$ cat src/rtl/cacheline_adaptor.sv
// Cache line <-> memory burst adaptor: assembles fills from s_burst beats and splits writebacks into beats.
// Define CACHELINE_ADAPTOR_PERF_EN to add completed fill / writeback counters.
module cacheline_adaptor #(
   parameter int s_offset = 5,
   parameter int s_burst  = 64
) (
   input  logic                       clk,
   input  logic                       rst,
   input  logic [8*(2**s_offset)-1:0] line_i,
   output logic [8*(2**s_offset)-1:0] line_o,
   input  logic [31:0]                address_i,
   input  logic                       read_i,
   input  logic                       write_i,
   output logic                       resp_o,
   input  logic [s_burst-1:0]         burst_i,
   output logic [s_burst-1:0]         burst_o,
   output logic [31:0]                address_o,
   output logic                       read_o,
   output logic                       write_o,
   input  logic                       resp_i
`ifdef CACHELINE_ADAPTOR_PERF_EN
   ,
   output logic [31:0]                fill_count_o,
   output logic [31:0]                wb_count_o
`endif
);

   localparam int LINE_W = 8 * (2**s_offset);
   localparam int BEATS  = LINE_W / s_burst;
   localparam int CNT_W  = (BEATS > 1) ? $clog2(BEATS) : 1;
   localparam logic [CNT_W-1:0] LAST_BEAT = CNT_W'(BEATS - 1);
   localparam logic [31:0]      ADDR_MASK = ~32'((1 << s_offset) - 1);

   typedef enum logic [1:0] {IDLE, READ, WRITE, DONE} state_t;

   state_t                          state, state_n;
   logic [CNT_W-1:0]                beat_cnt;
   logic [BEATS-1:0][s_burst-1:0]   line_buf;
   logic [BEATS-1:0][s_burst-1:0]   fill_line;
   logic                            last_beat;

   assign last_beat = resp_i && (beat_cnt == LAST_BEAT);

   // NOTE: every variable written in always_comb gets a default first, so no path leaves it unassigned (no latch).
   always_comb begin
      state_n = state;
      case (state)
         IDLE:        if (write_i)        state_n = WRITE;
                      else if (read_i)    state_n = READ;
         READ, WRITE: if (last_beat)      state_n = DONE;
         DONE:                            state_n = IDLE;
         default:                         state_n = IDLE;
      endcase
   end

   // Line with the current beat merged in; becomes line_o on the last beat of a fill.
   always_comb begin
      fill_line           = line_buf;
      fill_line[beat_cnt] = burst_i;
   end

   // NOTE: registered state uses non-blocking assignments so every flop samples pre-edge values.
   always_ff @(posedge clk or posedge rst) begin
      if (rst) state <= IDLE;
      else     state <= state_n;
   end

   // NOTE: line_buf is reset (not just the control flops) so burst_o reads 0 straight out of reset.
   always_ff @(posedge clk or posedge rst) begin
      if (rst) begin
         beat_cnt  <= '0;
         line_buf  <= '0;
         line_o    <= '0;
         address_o <= '0;
      end else begin
         case (state)
            IDLE: begin
               if (write_i || read_i) begin
                  address_o <= address_i & ADDR_MASK;
                  beat_cnt  <= '0;
                  if (write_i) line_buf <= line_i;
               end
            end
            READ, WRITE: begin
               if (resp_i) begin
                  beat_cnt <= last_beat ? '0 : beat_cnt + CNT_W'(1);
                  if (state == READ) begin
                     line_buf <= fill_line;
                     if (last_beat) line_o <= fill_line;
                  end
               end
            end
            default: ;
         endcase
      end
   end

   assign read_o  = (state == READ);
   assign write_o = (state == WRITE);
   assign resp_o  = (state == DONE);
   assign burst_o = line_buf[beat_cnt];

`ifdef CACHELINE_ADAPTOR_PERF_EN
   always_ff @(posedge clk or posedge rst) begin
      if (rst) begin
         fill_count_o <= '0;
         wb_count_o   <= '0;
      end else if (state_n == DONE) begin
         if (state == READ)  fill_count_o <= fill_count_o + 32'd1;
         if (state == WRITE) wb_count_o   <= wb_count_o + 32'd1;
      end
   end
`endif

endmodule

$ cat config.mk
export PLATFORM = sky130hd
export DESIGN_NAME = cacheline_adaptor
export DESIGN_NICKNAME = d
export VERILOG_FILES = /design/src/rtl/cacheline_adaptor.sv
export SDC_FILE = /design/constraint.sdc
export NUM_CORES = 2
export LEC_CHECK = 0
export CORE_AREA = 2 2 278 280
export DETAILED_ROUTE_END_ITERATION = 16
export DIE_AREA = 0 0 280 282
export SYNTH_ARGS = -nofsm -noshare
export SYNTH_HDL_FRONTEND = slang
export SYNTH_SLANG_ARGS = --single-unit
$ cat constraint.sdc
create_clock -name clk -period 36.5 [get_ports clk]
set_input_delay 9.125 -clock clk [delete_from_list [all_inputs] [get_ports clk]]
set_output_delay 9.125 -clock clk [all_outputs]
set_load 0.05 [all_outputs]
Word-level counts from Yosys, hierarchy flattened
Index checks and enable logic that the tools add are counted.

storage, ports and cells
  bits in registers = 543
  output and inout bits = 355
  word-level logic and storage cells = 50

operators by class
  add/sub/neg operators = 1
  order comparisons = 2
  equal/unequal tests = 10
  muxes and demuxes = 18
  reduce and logical (&&, ||, !) cells = 11

operators by type and width
  cell                                                        number
  two-way mux 256 bit                                         4
  one-hot mux 256 bit (2 select lines)                        1
  bitwise mux 256 bit                                         1
  binary-select mux 64 bit (select 2 bit)                     1
  demux 64 bit (select 2 bit)                                 1
  two-way mux 64 bit                                          2
  two-way mux 2 bit                                           6
  inequality test 2 bit, second input constant                5
  == test 2 bit, second input constant                        3
  one-hot mux 2 bit (3 select lines)                          1
  AND reduction 5 bit                                         1
  one-hot mux 2 bit (2 select lines)                          1
  AND reduction 2 bit                                         2
  AND reduction 4 bit                                         1
  less-than comparator 2 x 3 -> 1 bit, second input constant  1
  inequality test 3 bit, second input constant                1
  AND reduction 3 bit                                         1
  adder 2 x 1 -> 2 bit, second input constant                 1
  == test 2 x 1 -> 1 bit, second input constant               1
  >= comparator 2 x 1 -> 1 bit, second input constant         1
  logical AND 1 bit                                           2
  logical NOT 2 bit                                           1
  nonzero test 2 bit                                          1
  OR reduction 2 bit                                          1
  logical OR 1 bit                                            1

Longest topological paths before layout
  depth after elaboration = 8
  depth in mapped cells = 10
  depth with buffers taken out = 5

Least setup slack after synthesis
OpenSTA, ideal clock, no wires.

  path type = flip-flop to output port
  start = register beat_cnt[1]
  end = output burst_o[36]
  arrival time = 1742 ps
  required time = 27375 ps
  setup slack = 25633 ps
  cell stages (with the launch flop) = 5
  buffers on the path = 3
  cells stage by stage = dfrtp_1 clkbuf_1 buf_2 buf_2 mux4_2

on the way
  longest elaborated chain between the ends = 2

ends and longest elaborated chain
  element                                   line  source
  start, declared                           37    logic [CNT_W-1:0] beat_cnt;
  start signal, assigned                    86    beat_cnt <= last_beat ? '0 : beat_cnt + CNT_W'(1);
  binary-select mux 64 bit (select 2 bit)   101   assign burst_o = line_buf[beat_cnt];
  two-way mux 64 bit (implied by the code)  101
  end, declared                             16    output logic [s_burst-1:0] burst_o,

No other way between the ends. The select of a mux whose other input is x is not followed.

Worst setup path after layout
  start = register beat_cnt[1]
  end = output burst_o[27]

The elaborated chain is that of the path after synthesis.

==> impl_metrics.py <==
metrics = {
    "run_status": {
        "status": "complete, no violations",
    },
    "sta": {
        "rsz0062_at_grt": "no",
        "slew_violations": 0,
        "fin_tns_setup_ns": 0,
        "fmax_mhz": 76.88,
        "finalHoldViolations": 0,
        "fin_crit_ns": 13.01,
        "min_period_over_period": 0.3563,
        "relSlewSlack": 0.2055,
        "worst_slack_ns": 23.49,
        "tightest_slew_ns": 1.190,
        "setup_viol": 0,
        "finClkSkew_ns": 0.01966,
    },
    "worst_setup_path": {
        "critical_path_peak_fanout": 37,
        "crit_end": "burst_o[27]",
        "cp_cell_sequence": "buf_4, mux4_2, clkdlybuf4s50_1",
        "critical_path_class": "reg2out",
        "cp-startpoint": "beat_cnt[1]$_DFFE_PP0P_",
        "r2r_setup_slack_ns": 31.67,
        "slowest_delay_ns": 1.04,
        "arrival_ns": 3.88,
        "end_kind": "primary output",
        "r2r_cells": 7,
        "slowest_stage": "dfrtp_4",
        "start_kind": "flop",
        "r2r-end": "line_o[208]$_DFFE_PP0P_",
        "required_ns": 27.37,
        "rr_startpoint": "beat_cnt[1]$_DFFE_PP0P_",
    },
    "yosys": {
        "synth_edf_count": 0,
        "synth_xor_area_frac": 0,
        "synth-main-ff-cell": "dfrtp_1",
        "yosys.area_share.adder": 0.004553,
        "synth_seq_cells": 543,
        "synth-compound-area-share": 0.1830,
        "synth.largest_area_cell": "dfrtp_1",
        "synthTopCellsByArea": "dfrtp_1 49%, mux2i_1 7.1%, mux4_2 5.2%",
        "synth-async-reset-ratio": 1.000,
        "synth_top_family_by_area": "compound AO/OA/AOI/OAI gates",
        "syn_area_um2": 27480,
        "yosysSeqAreaShare": 0.4944,
        "yosysWarnings": 0,
        "synthCells": 2425,
        "synthMuxAreaShare": 0.1615,
        "yosysTopAreaCellShare": 0.4944,
        "synthSimpleGateAreaFrac": 0.1037,
        "avgSynthCellArea_um2": 11.33,
        "synth_cell_types": 51,
    },
    "global_route": {
        "grt_pass1_wl_mm": 159.4,
        "antenna_found_initial": 22,
        "grt_max_degree": 161,
        "grt-ovfl-total": 0,
        "grt_pass1_vias": 23989,
        "grt_usage": 0.2680,
    },
    "clocking": {
        "cts_sinks": 543,
        "numCtsBuffers": 66,
        "cts_root_buffer": "clkbuf_16",
        "clk_pin_slew_ns": 0.05,
        "cts_resized": 0,
        "cts_tree": "built",
        "cts.htree.levels": 3,
        "cts_max_path_buffers": 3,
        "worstSkewPairLatency_ns": 0.61,
        "postCtsHoldBufs": 0,
        "cts_setup_buffers": 0,
    },
    "floorplan": {
        "core-area_um2": 75700,
        "start_util": 0.3630,
        "dieHeight_um": 282,
        "io-pin-count": 712,
        "die_w_um": 280,
        "core.rowCount": 101,
        "die_area_um2": 78960,
    },
    "pwr": {
        "ir_drop_mv": 0.07749,
        "powerDensity_nw_per_um2": 112.3,
        "netSwitchingPower_uw": 2048,
        "pwr-share-comb": 0.592,
        "p_int_uw": 2138,
        "switching_share": 0.4893,
        "clockPowerShare": 0.158,
        "p_seq_frac": 0.251,
        "p_leak_uw": 0.01530,
    },
    "final_layout": {
        "drive_gt1_frac": 0.1454,
        "final_nets": 3366,
        "fillCellCount": 6725,
        "final_core_util": 0.4926,
        "areaGrowthSynthToFinish_pct": 35.69,
        "final_cell_mix": "701 x clkdlybuf4s50_1, 541 x dfrtp_1, 195 x mux2i_1",
        "final_common_cell": "clkdlybuf4s50_1",
    },
    "worst_hold_path": {
        "min-delay-start": "line_o[139]$_DFFE_PP0P_",
        "hold_class": "reg2reg",
    },
    "place": {
        "dp_slack_ns": 23.52,
        "place_congestion": 0.8619,
        "port_buffers": 701,
        "hpwl_mm": 69.16,
    },
    "drt": {
        "drc": 0,
        "wl_per_cell_um": 26.65,
        "firstDrtPassIters": 5,
        "ant_nets": 0,
        "vias_per_cell": 5.712,
        "drt_iter0_markers": 1966,
        "vias": 23060,
        "routed_wirelength_mm": 107.6,
    },
    "run": {
        "drv_cap": 0,
    },
}
-- critical path: cells and delay by family, from the launching register on --
family	cells	cell delay [ns]
buffers and inverters	2	1.59
DFF	1	1.04
muxes	1	0.59
-- synth_stat cells, drive strengths merged, types with 2 or more instances --
master	count
o41ai	93
nor2b	2
o2111ai	2
nor4	2
a21oi	67
nand2	194
and3	68
buf	116
o21ai	195
mux4	64
mux2i	196
o2bb2ai	67
clkbuf	117
mux2	92
a221oi	93
nor3b	2
or2	93
nand3	4
nand2b	100
o221a	96
ha	10
inv	100
nor2	96
dfrtp	543
-- worst min-delay path by stage --
stage	end	slack, ns	cells past startpoint
3_3_place_gp	line_o[153]$_DFFE_PP0P_	0.46	2
5_1_grt	line_o[150]$_DFFE_PP0P_	0.51	2
4_1_cts	line_o[160]$_DFFE_PP0P_	0.48	2
6_report	line_o[139]$_DFFE_PP0P_	0.48	2
2_1_floorplan	line_buf[124]$_DFFE_PP0P_	0.47	1
3_5_place_dp	line_o[160]$_DFFE_PP0P_	0.47	2
-- through the flow --
step / cell area, um2 / power, uW / cells / hold WS [ns]
floorplan: 27500 / 2695 / 2429 / 0.4716
finish: 37290 / 4186 / 4037 / 0.4782
CTS: 37240 / 4197 / 4018 / 0.4824
global route: 37290 / 4374 / 4036 / 0.5059
global placement: 35100 / 3486 / 3909 / 0.4634
detailed placement: 35100 / 3525 / 3909 / 0.4699
-- logic make-up (layout without fill, tap and decap cells) --
group | count (synthesis) | after routing
simple gates | 565 | 565
compound gates | 621 | 621
flops | 543 | 543
other cells | 1 | 24
buf+inv | 333 | 944
mux | 352 | 352
fa+ha+maj | 10 | 10
-- power groups by stage --
stage | logic (uW) | registers, uW | clock network (uW)
after floorplan | 1350 | 1350 | 0
after global placement | 2450 | 1040 | 0
after detailed placement | 2470 | 1050 | 0
final | 2480 | 1050 | 660
after global routing | 2600 | 1080 | 698
after CTS | 2480 | 1050 | 673
-- per-layer routing --
metal	track usage	part of all wire	wire length, um
met5	0	0.00042	45
met4	0.1161	0.036	3834
met3	0.05602	0.070	7559
met2	0.4395	0.49	52500
met1	0.3431	0.41	43650
-- state kept, by name, summed over array words and instances, names as in the netlist --
register	flops
line_buf	256
line_o	256
address_o	27
beat_cnt	2
state	2
-- final cells by class --
class                   instances  area [um2]  area share
clock inverters                18       224.0    0.006006
multi-input cells            1553       12600      0.3380
repair buffers                735        7297      0.1957
clock buffers                  91        1916     0.05137
inverters                     100       384.1     0.01030
well taps                     978        1224     0.03281
diodes                         19       47.55    0.001275
flip-flops and latches        543       13600      0.3646
(Power assumes the default switching activity.)
